==> src/rtl/regfile_pkg.sv <==
// regfile_pkg: shared definitions for the regfile_n register file.
//   WOP_*       write-operation encodings driven on the wop port
//   MAX_W       widest register the shared next_value function supports
//   next_value  next register contents for a write op; the write path and the
//               bypass path both call this so they always agree
package regfile_pkg;

    localparam logic [1:0] WOP_NOP  = 2'b00;
    localparam logic [1:0] WOP_LOAD = 2'b01;
    localparam logic [1:0] WOP_INC  = 2'b10;
    localparam logic [1:0] WOP_CLR  = 2'b11;

    // Callers zero-extend into MAX_W bits and keep the low W bits, which
    // makes INC wrap modulo 2^W for any W up to MAX_W.
    localparam int unsigned MAX_W = 64;

    function automatic logic [MAX_W-1:0] next_value(input logic [1:0]       op,
                                                    input logic [MAX_W-1:0] cur,
                                                    input logic [MAX_W-1:0] d);
        case (op)
            WOP_LOAD: return d;
            WOP_INC:  return cur + MAX_W'(1);
            WOP_CLR:  return '0;
            default:  return cur;
        endcase
    endfunction

endpackage

==> src/rtl/regfile_n.sv <==
// regfile_n: N x W register file, one write port (LOAD/INC/CLR) and two
// combinational read ports with an optional write-to-read bypass.
//   ck       clock, rising edge
//   res      asynchronous active-low reset
//   wop      write op: NOP / LOAD / INC / CLR
//   wsel     write register index
//   d        LOAD data
//   rsel_a/b read port indices
//   qa/qb    read data (bypassed when BYPASS=1)
//   r_all    flat stored contents, register i at [i*W +: W], never bypassed
//   ovf      sticky flag, set when an INC wraps all-ones to zero
//   clr_ovf  synchronous clear of ovf (a coincident wrap wins)
// Parameters: W (2..MAX_W), N (power of two, >=2), BYPASS, ZERO_R0.
module regfile_n
    import regfile_pkg::*;
#(
    parameter int unsigned W       = 16,
    parameter int unsigned N       = 4,
    parameter bit          BYPASS  = 1'b1,
    parameter bit          ZERO_R0 = 1'b0
) (
    input  logic                 ck,
    input  logic                 res,
    input  logic [1:0]           wop,
    input  logic [$clog2(N)-1:0] wsel,
    input  logic [W-1:0]         d,
    input  logic [$clog2(N)-1:0] rsel_a,
    input  logic [$clog2(N)-1:0] rsel_b,
    output logic [W-1:0]         qa,
    output logic [W-1:0]         qb,
    output logic [N*W-1:0]       r_all,
    output logic                 ovf,
    input  logic                 clr_ovf
);

    localparam int unsigned AW = $clog2(N);

    logic [W-1:0]     mem_q [N];
    logic             ovf_q, ovf_d;
    logic             wr_blocked;
    logic             wr_en;
    logic             wrap;
    logic [W-1:0]     cur;
    logic [W-1:0]     nxt;
    logic [MAX_W-1:0] nxt_ext;
    logic [W-1:0]     stored_a, stored_b;

    assign cur     = mem_q[wsel];
    assign nxt_ext = next_value(wop, MAX_W'(cur), MAX_W'(d));
    assign nxt     = nxt_ext[W-1:0];

    if (W < MAX_W) begin : g_nxt_hi
        logic unused_nxt_hi;
        assign unused_nxt_hi = ^nxt_ext[MAX_W-1:W];
    end

    if (ZERO_R0) begin : g_zero_r0
        assign wr_blocked = (wsel == AW'(0));
    end else begin : g_no_zero_r0
        assign wr_blocked = 1'b0;
    end

    // Gated by res so the bypass path also reads 0 while reset is held.
    assign wr_en = res && (wop != WOP_NOP) && !wr_blocked;
    assign wrap  = wr_en && (wop == WOP_INC) && (cur == '1);

    always_comb begin
        ovf_d = ovf_q;
        if (clr_ovf) ovf_d = 1'b0;
        if (wrap)    ovf_d = 1'b1;
    end

    always_ff @(posedge ck or negedge res) begin
        if (!res) begin
            for (int unsigned i = 0; i < N; i++) begin
                mem_q[i] <= '0;
            end
            ovf_q <= 1'b0;
        end else begin
            if (wr_en) mem_q[wsel] <= nxt;
            ovf_q <= ovf_d;
        end
    end

    assign stored_a = mem_q[rsel_a];
    assign stored_b = mem_q[rsel_b];

    if (BYPASS) begin : g_bypass
        assign qa = (wr_en && (rsel_a == wsel)) ? nxt : stored_a;
        assign qb = (wr_en && (rsel_b == wsel)) ? nxt : stored_b;
    end else begin : g_no_bypass
        assign qa = stored_a;
        assign qb = stored_b;
    end

    for (genvar i = 0; i < N; i++) begin : g_r_all
        assign r_all[i*W +: W] = mem_q[i];
    end

    assign ovf = ovf_q;

endmodule

==> config.mk <==
export PLATFORM = sky130hd
export DESIGN_NAME = regfile_n
export DESIGN_NICKNAME = d
export VERILOG_FILES = /design/src/rtl/regfile_pkg.sv /design/src/rtl/regfile_n.sv
export SDC_FILE = /design/constraint.sdc
export NUM_CORES = 1
export LEC_CHECK = 0
export BUFFER_PORTS_ARGS = -buffer_cell sky130_fd_sc_hd__clkbuf_2
export CAP_MARGIN = 25
export CORE_ASPECT_RATIO = 1.25
export CORE_MARGIN = 2
export CORE_UTILIZATION = 40
export CTS_CLUSTER_DIAMETER = 120
export CTS_CLUSTER_SIZE = 16
export DETAILED_ROUTE_END_ITERATION = 12
export PLACE_DENSITY = 0.64
export SLEW_MARGIN = 20
export SYNTH_ARGS = -nofsm -noshare
export SYNTH_HDL_FRONTEND = slang
export SYNTH_SLANG_ARGS = --single-unit
==> constraint.sdc <==
create_clock -name ck -period 5.8 [get_ports ck]
set_input_delay 0.29 -clock ck [delete_from_list [all_inputs] [get_ports ck]]
set_output_delay 0.29 -clock ck [all_outputs]
set_load 0.01 [all_outputs]
==> results.cfg, run 1 <==
[status]
status = finished clean

[timing]
layout_min_cycle_time_ns = 3.439
drv_slew = 0
worstMarginPinSlew_ns = 0.9920
fin_skew_ns = 0.008565
rsz0062_at_grt = no
fmax_ghz = 0.2907
setup_viol_count_final = 0
relSlewSlack = 0.3368
hold_ws_ns = 0.1471
hold_viol = 0
timing.final.crit_share = 0.5930
tns_ns = 0

[cts]
clk_root_buffer_cell = clkbuf_16
path_clk_slew_ns = 0.06
cts_setup_buffers = 0
clk_latency_ns = 0.33
cts_max_path_buffers = 2
cts_buffers = 9
h-tree-depth = 3
cts_tree = built
cts_sinks = 65
cts.repair.resized = 0
holdBufCountCts = 0

[synth]
synth-seq-cells = 65
ys_warn_count = 0
synth_edf_count = 0
yosysTopAreaCell = dfrtp_1
synth.most_common_cell = nand2_1
ys_top_cells_by_count = 85 x nand2_1, 65 x dfrtp_1, 60 x o21ai_0
synthCells = 462
synthArstFlopShare = 1.000
avgSynthCellArea_um2 = 10.54
synth_cell_types = 52
synth_seq_area_share = 0.3341
synth_area_um2 = 4868
synth_top_area_frac = 0.3341
syn_nets = 490
ys.flop_type = dfrtp_1
synth_area_leaders = dfrtp_1 33%, mux4_2 18%, nand2_1 6.6%

[die]
initial_core_util = 0.4059
num_rows = 45
dieArea_um2 = 13080
ios = 124
core_area_um2 = 11990
die_w_um = 102.7
die_y_um = 127.3

[drt]
detail_route.wirelength_um = 15110
ant_nets = 0
drc_errors = 0
wl_per_cell_um = 20.73
dr_total_vias = 4414
dr.pass1.iters = 5
viasPerCell = 6.055
drt_iter0_markers = 276

[setup_path]
cp-start-kind = primary input
rr_worst_depth = 6
timing.rr.end = r_all[28]
timing.rr.start = r_all[17]
crit_end = qa[12]
crit_fanout = 25
endpoint_kind = output port
worstPathArrival_ns = 3.15
cp.required_ns = 5.51
startpoint = wsel[0]
path_class = in -> out
reg2reg_slack_ns = 3.30

[hold_path]
hold_start = clr_ovf
hold_class = in -> reg

[finish]
instances_no_fill = 729
num-nets-final = 588
diodes = 0
final_layout_size_suffix_gt1_frac = 0.3876
design_area_um2 = 5872
utilization = 0.4896
syn_to_final_growth_pct = 20.61

[power_and_ir_drop]
p_leak_nw = 2.639
ir_worst_vdd_uv = 187.8
pwr_density_cell_nw_per_um2 = 386.4

[place]
place_congestion = 0.8728
port_buffers = 123
placed_area_um2 = 5519
dpl.cell_count = 713
dp_hpwl_um = 10490

[global_route]
grt_pass1_vias = 4257
antenna_found_initial = 0
track_usage = 0.2376
grt_pass1_wl_um = 23640
overflow = 0
grt_max_degree = 68

[run]
cap_violations = 0
power by group:
part / switching, W / internal, W
clock: 0.000208 / 0.000433
combinational: 0.000465 / 0.000424
sequential: 0.000163 / 0.000575
total: 0.000836 / 0.00143
how the worst min path moves through the flow:
stage / endpoint / slack [ns] / cells past startpoint
detailed placement: ovf / 0.49 / 2
finish: ovf / 0.15 / 2
global route: ovf / 0.16 / 2
global placement: ovf / 0.49 / 2
floorplan: ovf / -0.006 / 0
CTS: ovf / 0.14 / 2
stage by stage:
stage | setup slack (ns) | total power, W
final | 2.361 | 0.002269
after CTS | 2.350 | 0.002272
after floorplan | 3.232 | 0.001279
after detailed placement | 2.359 | 0.001630
after global placement | 2.455 | 0.001606
after global routing | 2.134 | 0.002391
logic make-up after synthesis:
group,share of synthesized area
adder cells (fa/ha/maj),0.002570
AO/OA/AOI/OAI,0.1411
XOR/XNOR,0.007195
buffers and inverters,0.04498
multiplexers,0.3174
AND/OR/NAND/NOR,0.1527
flip-flops,0.3341
worst max-delay path, stage by stage:
cell and delay [ns]:
clkbuf_2 0.59, mux4_1 0.75, ha_1 0.28, and3_1 0.21, nand4_1 0.14, mux2i_1 0.49, mux2_2 0.25, clkbuf_2 0.12
cell usage in the layout, fill, tap and decap left out, types with 13 or more instances in the layout:
cell type and n:
mux2_2 24, o21ai_0 60, clkbuf_2 123, nor3_1 13, mux4_2 39, nand2_1 85
nor2_1 15, mux2i_1 16, dfrtp_1 65
routing by layer:
layer	global-route usage	part of all wire	vias to the layer above
met2	0.3864	0.50	198
met1	0.3269	0.41	2218
met4	0.07765	0.022	0
li1	-	-	1969
met3	0.03392	0.071	29
met5	0	0	-
registers in the layout, summed over array words and instances (netlist names):
signal / cells
ovf: 1
r_all: 64
final cells by class:
class | count | area [µm²]
clock buffers | 10 | 239.0
clock inverters | 6 | 113.9
fillers | 1105 | 6121
flip-flops and latches | 65 | 1627
multi-input cells | 352 | 3023
repair buffers | 127 | 645.6
inverters | 5 | 18.77
well taps | 164 | 205.2
Note: power is estimated with default switching activity, not from simulation.
==> run 2: changes to the inputs <==
--- a/config.mk
+++ b/config.mk
@@ -5,6 +5,7 @@
 export SDC_FILE = /design/constraint.sdc
 export NUM_CORES = 1
 export LEC_CHECK = 0
+export ABC_AREA = 1
 export BUFFER_PORTS_ARGS = -buffer_cell sky130_fd_sc_hd__clkbuf_2
 export CAP_MARGIN = 25
 export CORE_ASPECT_RATIO = 1.25
@@ -13,7 +14,7 @@
 export CTS_CLUSTER_DIAMETER = 120
 export CTS_CLUSTER_SIZE = 16
 export DETAILED_ROUTE_END_ITERATION = 12
-export PLACE_DENSITY = 0.64
+export PLACE_DENSITY = 0.66
 export SLEW_MARGIN = 20
 export SYNTH_ARGS = -nofsm -noshare
 export SYNTH_HDL_FRONTEND = slang
==> constraint.sdc (replaced) <==
create_clock -name ck -period 3.1 [get_ports ck]
set_input_delay 0.155 -clock ck [delete_from_list [all_inputs] [get_ports ck]]
set_output_delay 0.155 -clock ck [all_outputs]
set_load 0.01 [all_outputs]
==> results.cfg, run 2 <==
[synth]
synthSimpleGateAreaFrac = 0.3908
syn_nets = 868
synth_cell_types = 31
synthCells = 840
synthXorXnorAreaFrac = 0.005148
synth.most_common_cell = nand2_1
synth_seq_area_share = 0.3187
ys_warn_count = 0
synth_compound_area_frac = 0.1942
synthAdderAreaFrac = 0.002452
synth_area_um2 = 5104
synth_edf_count = 0
ys_top_cells_by_count = 311 x nand2_1, 112 x o21ai_0, 74 x nand3_1
synth.area.mux_share = 0
synth-seq-cells = 65
yosysTopAreaCell = dfrtp_1
synthArstFlopShare = 1.000
avgSynthCellArea_um2 = 6.076
synth_area_leaders = dfrtp_1 32%, nand2_1 23%, o21ai_0 11%
ys.flop_type = dfrtp_1
synth_top_area_frac = 0.3187
synth_top_family_by_area = simple AND/OR/NAND/NOR gates

[cts]
cts_max_path_buffers = 2
path_clk_slew_ns = 0.05
cts_tree = built
holdBufCountCts = 0
cts_sinks = 65
h-tree-depth = 3
cts_buffers = 9
cts_setup_buffers = 0
cts.repair.resized = 0
clk_root_buffer_cell = clkbuf_16
clk_latency_ns = 0.34

[setup_path]
rr_worst_depth = 12
crit_fanout = 17
worstPathArrival_ns = 2.49
reg2reg_slack_ns = 1.14
path_class = in -> out
cp-start-kind = primary input
cp.required_ns = 2.94
timing.rr.start = r_all[33]
startpoint = wsel[1]
timing.rr.end = r_all[30]
endpoint_kind = output port
crit_end = qa[4]

[global_route]
grt_max_degree = 67
overflow = 0
grt_pass1_vias = 5422
grt_pass1_wl_um = 30450
antenna_found_initial = 0
track_usage = 0.2865

[finish]
final_common_cell = nand2_1
final_layout_size_suffix_gt1_frac = 0.2050
diodes = 0
syn_to_final_growth_pct = 21.79
fillerInstances = 1395
layout_common_cells = 311 x nand2_1, 122 x clkbuf_2, 112 x o21ai_0
num-nets-final = 974
largest_reg_flops = 64

[power_and_ir_drop]
ir_worst_vdd_uv = 254.2
p_seq_frac = 0.337
swShare = 0.3739
p_comb_frac = 0.321
p_clk_frac = 0.342
p_int_w = 0.002281
p_sw_w = 0.001362
p_leak_nw = 3.327
pwr_density_cell_nw_per_um2 = 586.1

[timing]
layout_min_cycle_time_ns = 2.647
rsz0062_at_grt = no
fmax_ghz = 0.3778
fin_skew_ns = 0.006240
hold_viol = 0
drv_slew = 0
relSlewSlack = 0.4085
worstMarginPinSlew_ns = 0.8863
worst_slack_ns = 0.4530
tns_ns = 0
timing.final.crit_share = 0.8539
setup_viol_count_final = 0

[drt]
drc_errors = 0
wl_per_cell_um = 17.41
dr_total_vias = 6104
ant_nets = 0
detail_route.wirelength_um = 19480
drt_iter0_markers = 525
viasPerCell = 5.455
dr.pass1.iters = 6

[die]
initial_core_util = 0.4068
core_area_um2 = 12550
die_y_um = 130.3
ios = 124
num_rows = 46
dieArea_um2 = 13680
die_w_um = 105.0

[run]
cap_violations = 0

[place]
post-place-ws_ns = 0.4959
place_congestion = 0.9976
port_buffers = 123
dp_hpwl_um = 13710

[status]
status = finished clean

[hold_path]
hold_class = in -> async
run 2: area by class of cell:
type / instances / area (µm²) / share of cell area
tap: 168 / 210.2 / 0.03382
timing repair buffer: 143 / 765.7 / 0.1232
clock inverter: 4 / 97.59 / 0.01570
inverter: 60 / 225.2 / 0.03623
multi-input combinational: 667 / 3024 / 0.4865
clock buffer: 12 / 266.5 / 0.04287
sequential: 65 / 1627 / 0.2617
run 2: how the worst min path moves through the flow:
stage                 start        end  slack, ns
floorplan               res        ovf      -0.14
CTS                 clr_ovf        ovf       0.05
finish                  res  r_all[31]       0.05
detailed placement  clr_ovf        ovf       0.39
global route        clr_ovf        ovf       0.06
global placement    clr_ovf        ovf       0.41
run 2: power groups by stage:
stage,combinational (W),sequential (W),clock [W]
6_report,0.00117,0.00123,0.00125
5_1_grt,0.00131,0.00125,0.00129
4_1_cts,0.00117,0.00122,0.00125
3_5_place_dp,0.00116,0.00124,0
3_3_place_gp,0.00116,0.00124,0
2_1_floorplan,0.000654,0.00124,0
run 2: critical path, cell delays in order:
cell	delay (ns)
clkbuf_2	0.27
inv_2	0.38
nand2_1	0.16
nor2_1	0.13
nor2_1	0.08
nand2_2	0.07
ha_1	0.22
nand3_2	0.16
nand2_1	0.09
o21ai_1	0.06
o21ai_1	0.14
o21ai_1	0.21
o21ai_1	0.21
clkbuf_2	0.16
run 2: per-stage QoR:
stage | instances | hold slack [ns] | instance area [µm²] | utilization | power (W)
finish | 1119 | 0.04857 | 6216 | 0.4954 | 0.003643
detailed placement | 1103 | 0.3897 | 5852 | 0.4664 | 0.002400
CTS | 1119 | 0.04837 | 6216 | 0.4954 | 0.003640
global placement | 1103 | 0.4099 | 5852 | 0.4664 | 0.002393
global route | 1119 | 0.05669 | 6216 | 0.4954 | 0.003859
floorplan | 840 | -0.1406 | 5104 | - | 0.001896
run 2: kinds of logic (layout without fill, tap and decap cells):
| group | count (synthesis) | after routing |
|---|---|---|
| buf+inv | 108 | 219 |
| compound gates | 187 | 187 |
| simple gates | 476 | 476 |
| xor+xnor | 3 | 3 |
| flops | 65 | 65 |
| fa+ha+maj | 1 | 1 |
run 2: routing by layer:
metal  track usage  part of all wire  up-vias
met4        0.1004             0.028        0
met3       0.04196             0.078       32
li1              -                 -     2937
met2        0.4641              0.47      298
met5             0                 0        -
met1        0.3929              0.43     2837
